File: src/rtl/mem_arbiter.sv
// Round-robin arbiter sharing one memory bus between instruction fetch (port 0)
// and load/store (port 1), with a per-access timeout that aborts unacknowledged accesses.
module mem_arbiter #(
    parameter int unsigned TIMEOUT_CYCLES = 256,
    parameter int unsigned CNT_W          = 16
) (
    input  logic        clk_i,
    input  logic        rst_i,
    input  logic        req0_valid_i,
    input  logic [31:0] req0_addr_i,
    input  logic [31:0] req0_wdata_i,
    input  logic [3:0]  req0_wstrb_i,
    output logic        req0_ready_o,
    output logic [31:0] req0_rdata_o,
    output logic        req0_err_o,
    input  logic        req1_valid_i,
    input  logic [31:0] req1_addr_i,
    input  logic [31:0] req1_wdata_i,
    input  logic [3:0]  req1_wstrb_i,
    output logic        req1_ready_o,
    output logic [31:0] req1_rdata_o,
    output logic        req1_err_o,
    output logic        mem_valid_o,
    output logic [31:0] mem_addr_o,
    output logic [31:0] mem_wdata_o,
    output logic [3:0]  mem_wstrb_o,
    input  logic        mem_ready_i,
    input  logic [31:0] mem_rdata_i,
    output logic [1:0]  grant_o
);

    // Handshake: a requester raises valid and holds addr/wdata/wstrb stable until
    // its ready pulses for one cycle; err qualifies that same ready as a timeout abort.
    // The memory side sees mem_valid_o held for the whole grant and ends it with mem_ready_i.

    localparam logic [1:0] ST_IDLE  = 2'b00;
    localparam logic [1:0] ST_BUSY0 = 2'b01;
    localparam logic [1:0] ST_BUSY1 = 2'b10;

    localparam bit               TO_EN    = (TIMEOUT_CYCLES != 0);
    localparam logic [CNT_W-1:0] CNT_LAST = TO_EN ? CNT_W'(TIMEOUT_CYCLES - 1) : '0;

    logic [1:0]       state_q, state_d;
    logic             last_grant_q, last_grant_d;
    logic [CNT_W-1:0] cnt_q, cnt_d;
    logic             busy0, busy1, sel_valid, timeout, done;

    assign busy0     = (state_q == ST_BUSY0);
    assign busy1     = (state_q == ST_BUSY1);
    assign sel_valid = busy0 ? req0_valid_i : req1_valid_i;
    // A same-cycle acknowledge always beats the timeout.
    assign timeout   = TO_EN && (cnt_q == CNT_LAST) && !mem_ready_i;
    assign done      = (busy0 || busy1) && sel_valid && (mem_ready_i || timeout);

    always_comb begin
        state_d      = state_q;
        last_grant_d = last_grant_q;
        cnt_d        = cnt_q;
        case (state_q)
            ST_IDLE: begin
                cnt_d = '0;
                if (req0_valid_i && (!req1_valid_i || last_grant_q)) begin
                    state_d = ST_BUSY0;
                end else if (req1_valid_i) begin
                    state_d = ST_BUSY1;
                end
            end
            ST_BUSY0, ST_BUSY1: begin
                if (!sel_valid) begin
                    // Requester withdrew: drop the access without touching fairness.
                    state_d = ST_IDLE;
                end else if (mem_ready_i || timeout) begin
                    state_d      = ST_IDLE;
                    last_grant_d = busy1;
                end else if (cnt_q != {CNT_W{1'b1}}) begin
                    cnt_d = cnt_q + CNT_W'(1);
                end
            end
            default: state_d = ST_IDLE;
        endcase
    end

    always_ff @(posedge clk_i or posedge rst_i) begin
        if (rst_i) begin
            state_q      <= ST_IDLE;
            last_grant_q <= 1'b1;
            cnt_q        <= '0;
        end else begin
            state_q      <= state_d;
            last_grant_q <= last_grant_d;
            cnt_q        <= cnt_d;
        end
    end

    // grant_o is the one-hot FSM state itself.
    assign grant_o     = {busy1, busy0};
    assign mem_valid_o = busy0 || busy1;
    assign mem_addr_o  = busy0 ? req0_addr_i  : (busy1 ? req1_addr_i  : 32'h0);
    assign mem_wdata_o = busy0 ? req0_wdata_i : (busy1 ? req1_wdata_i : 32'h0);
    assign mem_wstrb_o = busy0 ? req0_wstrb_i : (busy1 ? req1_wstrb_i : 4'h0);

    assign req0_ready_o = busy0 && done;
    assign req0_err_o   = busy0 && done && !mem_ready_i;
    assign req0_rdata_o = (busy0 && done && mem_ready_i) ? mem_rdata_i : 32'h0;
    assign req1_ready_o = busy1 && done;
    assign req1_err_o   = busy1 && done && !mem_ready_i;
    assign req1_rdata_o = (busy1 && done && mem_ready_i) ? mem_rdata_i : 32'h0;

endmodule

File: config.mk
export PLATFORM = sky130hd
export DESIGN_NAME = mem_arbiter
export DESIGN_NICKNAME = d
export VERILOG_FILES = /design/src/rtl/mem_arbiter.sv
export SDC_FILE = /design/constraint.sdc
export NUM_CORES = 1
export LEC_CHECK = 0
export ABC_AREA = 1
export ABC_CLOCK_PERIOD_IN_PS = 3700
export BUFFER_PORTS_ARGS = -buffer_cell sky130_fd_sc_hd__buf_2
export CAP_MARGIN = 10
export CORE_AREA = 2 2 122 124
export DETAILED_ROUTE_END_ITERATION = 12
export DIE_AREA = 0 0 124 126
export GPL_TIMING_DRIVEN = 1
export SETUP_SLACK_MARGIN = 0.2
export SLEW_MARGIN = 10
export SYNTH_ARGS = -nofsm -noshare
export SYNTH_HDL_FRONTEND = slang
export SYNTH_SLANG_ARGS = --single-unit
File: constraint.sdc
create_clock -name clk_i -period 3.7 [get_ports clk_i]
set_input_delay 0.37 -clock clk_i [delete_from_list [all_inputs] [get_ports clk_i]]
set_output_delay 0.37 -clock clk_i [all_outputs]
set_load 0.01 [all_outputs]
==> results.md <==
- Routed via count divided by cell count: 4.19
- Number of synthesized flops with an enable pin: 0
- Dpl hpwl: 9950 um
- Clock tree root driver cell: clkbuf_16
- Die height: between 100 and 150 um
- Post-synth top flop: dfrtp_1
- Sequential area share after synthesis: 17.4%
- Ratio of cells with drive above 1 in the final layout: 41.5%
- Data arrival time of the worst path: 2.58 ns
- Area added between synthesis and finish: 63.7%
- Number of iterations in the first detailed-routing pass: 4
- Final routed DRC violation total: 0
- First-pass GRT wire length: 17800 um
- Total power per unit cell area: 504 nW/um^2
- Antenna violations before repair: 9
- Synthesized instance count: 532
- H-tree depth: 1
- Buffers on Ports: 311
- Clock-pin slew on the worst setup and hold paths: 0.06 ns
- Final-report setup violation count: 0
- Number of clock buffers inserted by TritonCTS: 3
- Pin count of the biggest net entering global routing: 72
- WL/cell: 12.3 um
- Slew of the pin with the lowest slew margin: ~0.81 ns
- Vias in the first global route: about 3600
- Area of the core region: 14300 sq um
- Top cells by area in the synthesized netlist: nand2_1 28%, nand3_1 17%, dfrtp_1 16%, nor2_1 12%, inv_1 7.3%
- Die width: 124 um
- Depth of the worst register-to-register path: 10
- Critical Path End Type: output port
- Required time at the endpoint of the critical path: about 3.3 ns
- Startpoint kind of the worst setup timing path: register
- Via total after detailed routing: 4224
- Die Footprint: between 15000 and 20000 sq um
- Top Ports: approximately 310
- Critical path type: reg2out
- Status: finished clean
- Average cell area after synthesis: ~5.1 sq um
- RSZ-0062 raised after global routing: no
- Global placer's final weighted congestion: approximately 0.8
- Yosys top cell by area: nand2_1
- Hold violation total from the final report: 0
- Initial Util: about a fifth
- Flip-flop and latch count after synthesis: 19
- Async set-reset flop share out of synthesis: between 90% and 100%
- GR Util All Layers: 14.2%
- IR drop worst, VDD: 265 uV
- Post-CTS Hold Fix Bufs: 0
- Final worst path period share: 79.6%
- Final Slew Violations: 0
- Clock latency of the later-clocked register in the worst-skew pair: between 0.2 and 0.3 ns
- Post-layout net count: about 1000
- Cell row count: 44
- Unique masters post-synth: 28
- Max-cap check violation count: 0
- Clock Skew: between 0.003 and 0.004 ns
- Clock sink total: 19
- Worst-case headroom to the max-slew limit: a little under half
- Number of gates resized after CTS: 0
- Max Fanout on Critical Path: slightly above 70
- Area fraction of the dominant cell type after synthesis: 27.9%
- DRC marker count from the first detailed-route iteration: roughly 200
- Reg2Reg Launch Point: state_q[1]
- Post-CTS setup-driven buffer insertion count: 0
- Cell area after synthesis: 2730 sq um
- Period minus WS final: 2.95 ns
- CTS tree: done
- Critical path origin: state_q[1]
- Syn nets: 709
- Number of filler instances in the final layout: 1660
- Hold slack: about 0.24 ns
- Total global routing overflow: 0
- Timing-limited maximum frequency: roughly 340 MHz
- Yosys warnings: 0
- Number of nets still failing antenna checks after routing: 0
- Drt total wl: 12400 um
- Maximum buffer depth of the clock tree: 2
- Leakage power figure: approximately 3.1 nW
- Accumulated negative setup slack: 0 ns
- Worst hold path class: in2async
## registers in the layout, summed over array words and instances, names as in the netlist
name          cells
cnt_q            16
last_grant_q      1
state_q           2
## report_power, final
group          internal, mW  switching [mW]
combinational         0.605            1.17
clock                 0.147          0.0792
sequential            0.235          0.0199
total                 0.987            1.27
## cell type report
type	instances	area [sq um]	area share (%)
Multi-Input combinational cell	421	1860	41.6
Timing Repair Buffer	317	1600	35.8
Sequential cell	19	477	10.7
Tap cell	184	230	5.14
Inverter	58	218	4.86
Clock buffer	4	78.8	1.76
Antenna cell	4	10.0	0.224
## critical path: stages (launching register included)
cell	delay, ns
dfrtp_1	0.40
inv_1	0.09
ha_2	0.18
buf_4	0.53
o21ai_1	0.14
nor2_2	0.22
nand2_4	0.11
nor2_4	0.13
nand2_4	0.20
nor2_1	0.16
buf_2	0.15
## cell usage in the layout (no fill, tap or decap), types with 4 or more instances in the layout
cell type	n
buf_2	311
nand2_1	203
nand3_1	92
nor2_1	85
inv_1	53
dfrtp_1	18
buf_4	6
inv_2	5
o21ai_1	5
a21oi_1	5
diode_2	4
nor2_4	4
o21ai_0	4
## logic make-up (layout without fill, tap and decap cells)
group / after synthesis / after routing / synth area share (%)
buf+inv: 92 / 379 / 14.7
fa+ha+maj: 4 / 4 / 1.83
compound gates: 16 / 16 / 3.11
simple gates: 397 / 397 / 61.6
xor+xnor: 4 / 4 / 1.28
flops: 19 / 19 / 17.4
other cells: 0 / 4 / 0
## synth_stat cells, types with 2 or more instances
cell type	count
nand3_1	92
nor3_1	3
xor2_1	3
o21ai_1	5
buf_4	2
nand2_2	3
buf_2	3
nand2_4	3
nor2_4	4
nor2_1	85
a21oi_1	5
buf_6	6
nand2_1	203
inv_2	5
clkbuf_1	14
o21ai_0	4
buf_1	9
dfrtp_1	18
inv_1	53
ha_1	4
## stage by stage
stage	utilization [%]	worst slack (ns)	cell area (sq um)	power, mW	std cells
4_1_cts	31.2	0.676	4470	2.30	1003
2_1_floorplan	-	1.57	2730	1.35	532
3_5_place_dp	30.6	0.986	4390	2.05	999
6_report	31.3	0.754	4480	2.25	1007
3_3_place_gp	30.6	0.998	4390	2.07	999
5_1_grt	31.2	0.476	4470	2.48	1005
## worst paths after layout
path	end	slack, ns
worst max register to register	cnt_q[14]	1.20
worst min-delay path	cnt_q[14]	0.24
max in group asynchronous	cnt_q[4]	2.99
min in group clk_i	last_grant_q	0.47
worst min register to register	last_grant_q	0.47
worst max-delay path	req1_rdata_o[29]	0.75
## layer usage
metal | up-vias | track usage (%) | routed length [um]
met5 | - | 0 | 69
met4 | 10 | 1.39 | 104
met3 | 21 | 5.12 | 1350
met2 | 213 | 25.0 | 5840
met1 | 1775 | 17.0 | 5050
li1 | 2205 | - | -
Power figures use the tool's default switching activity.
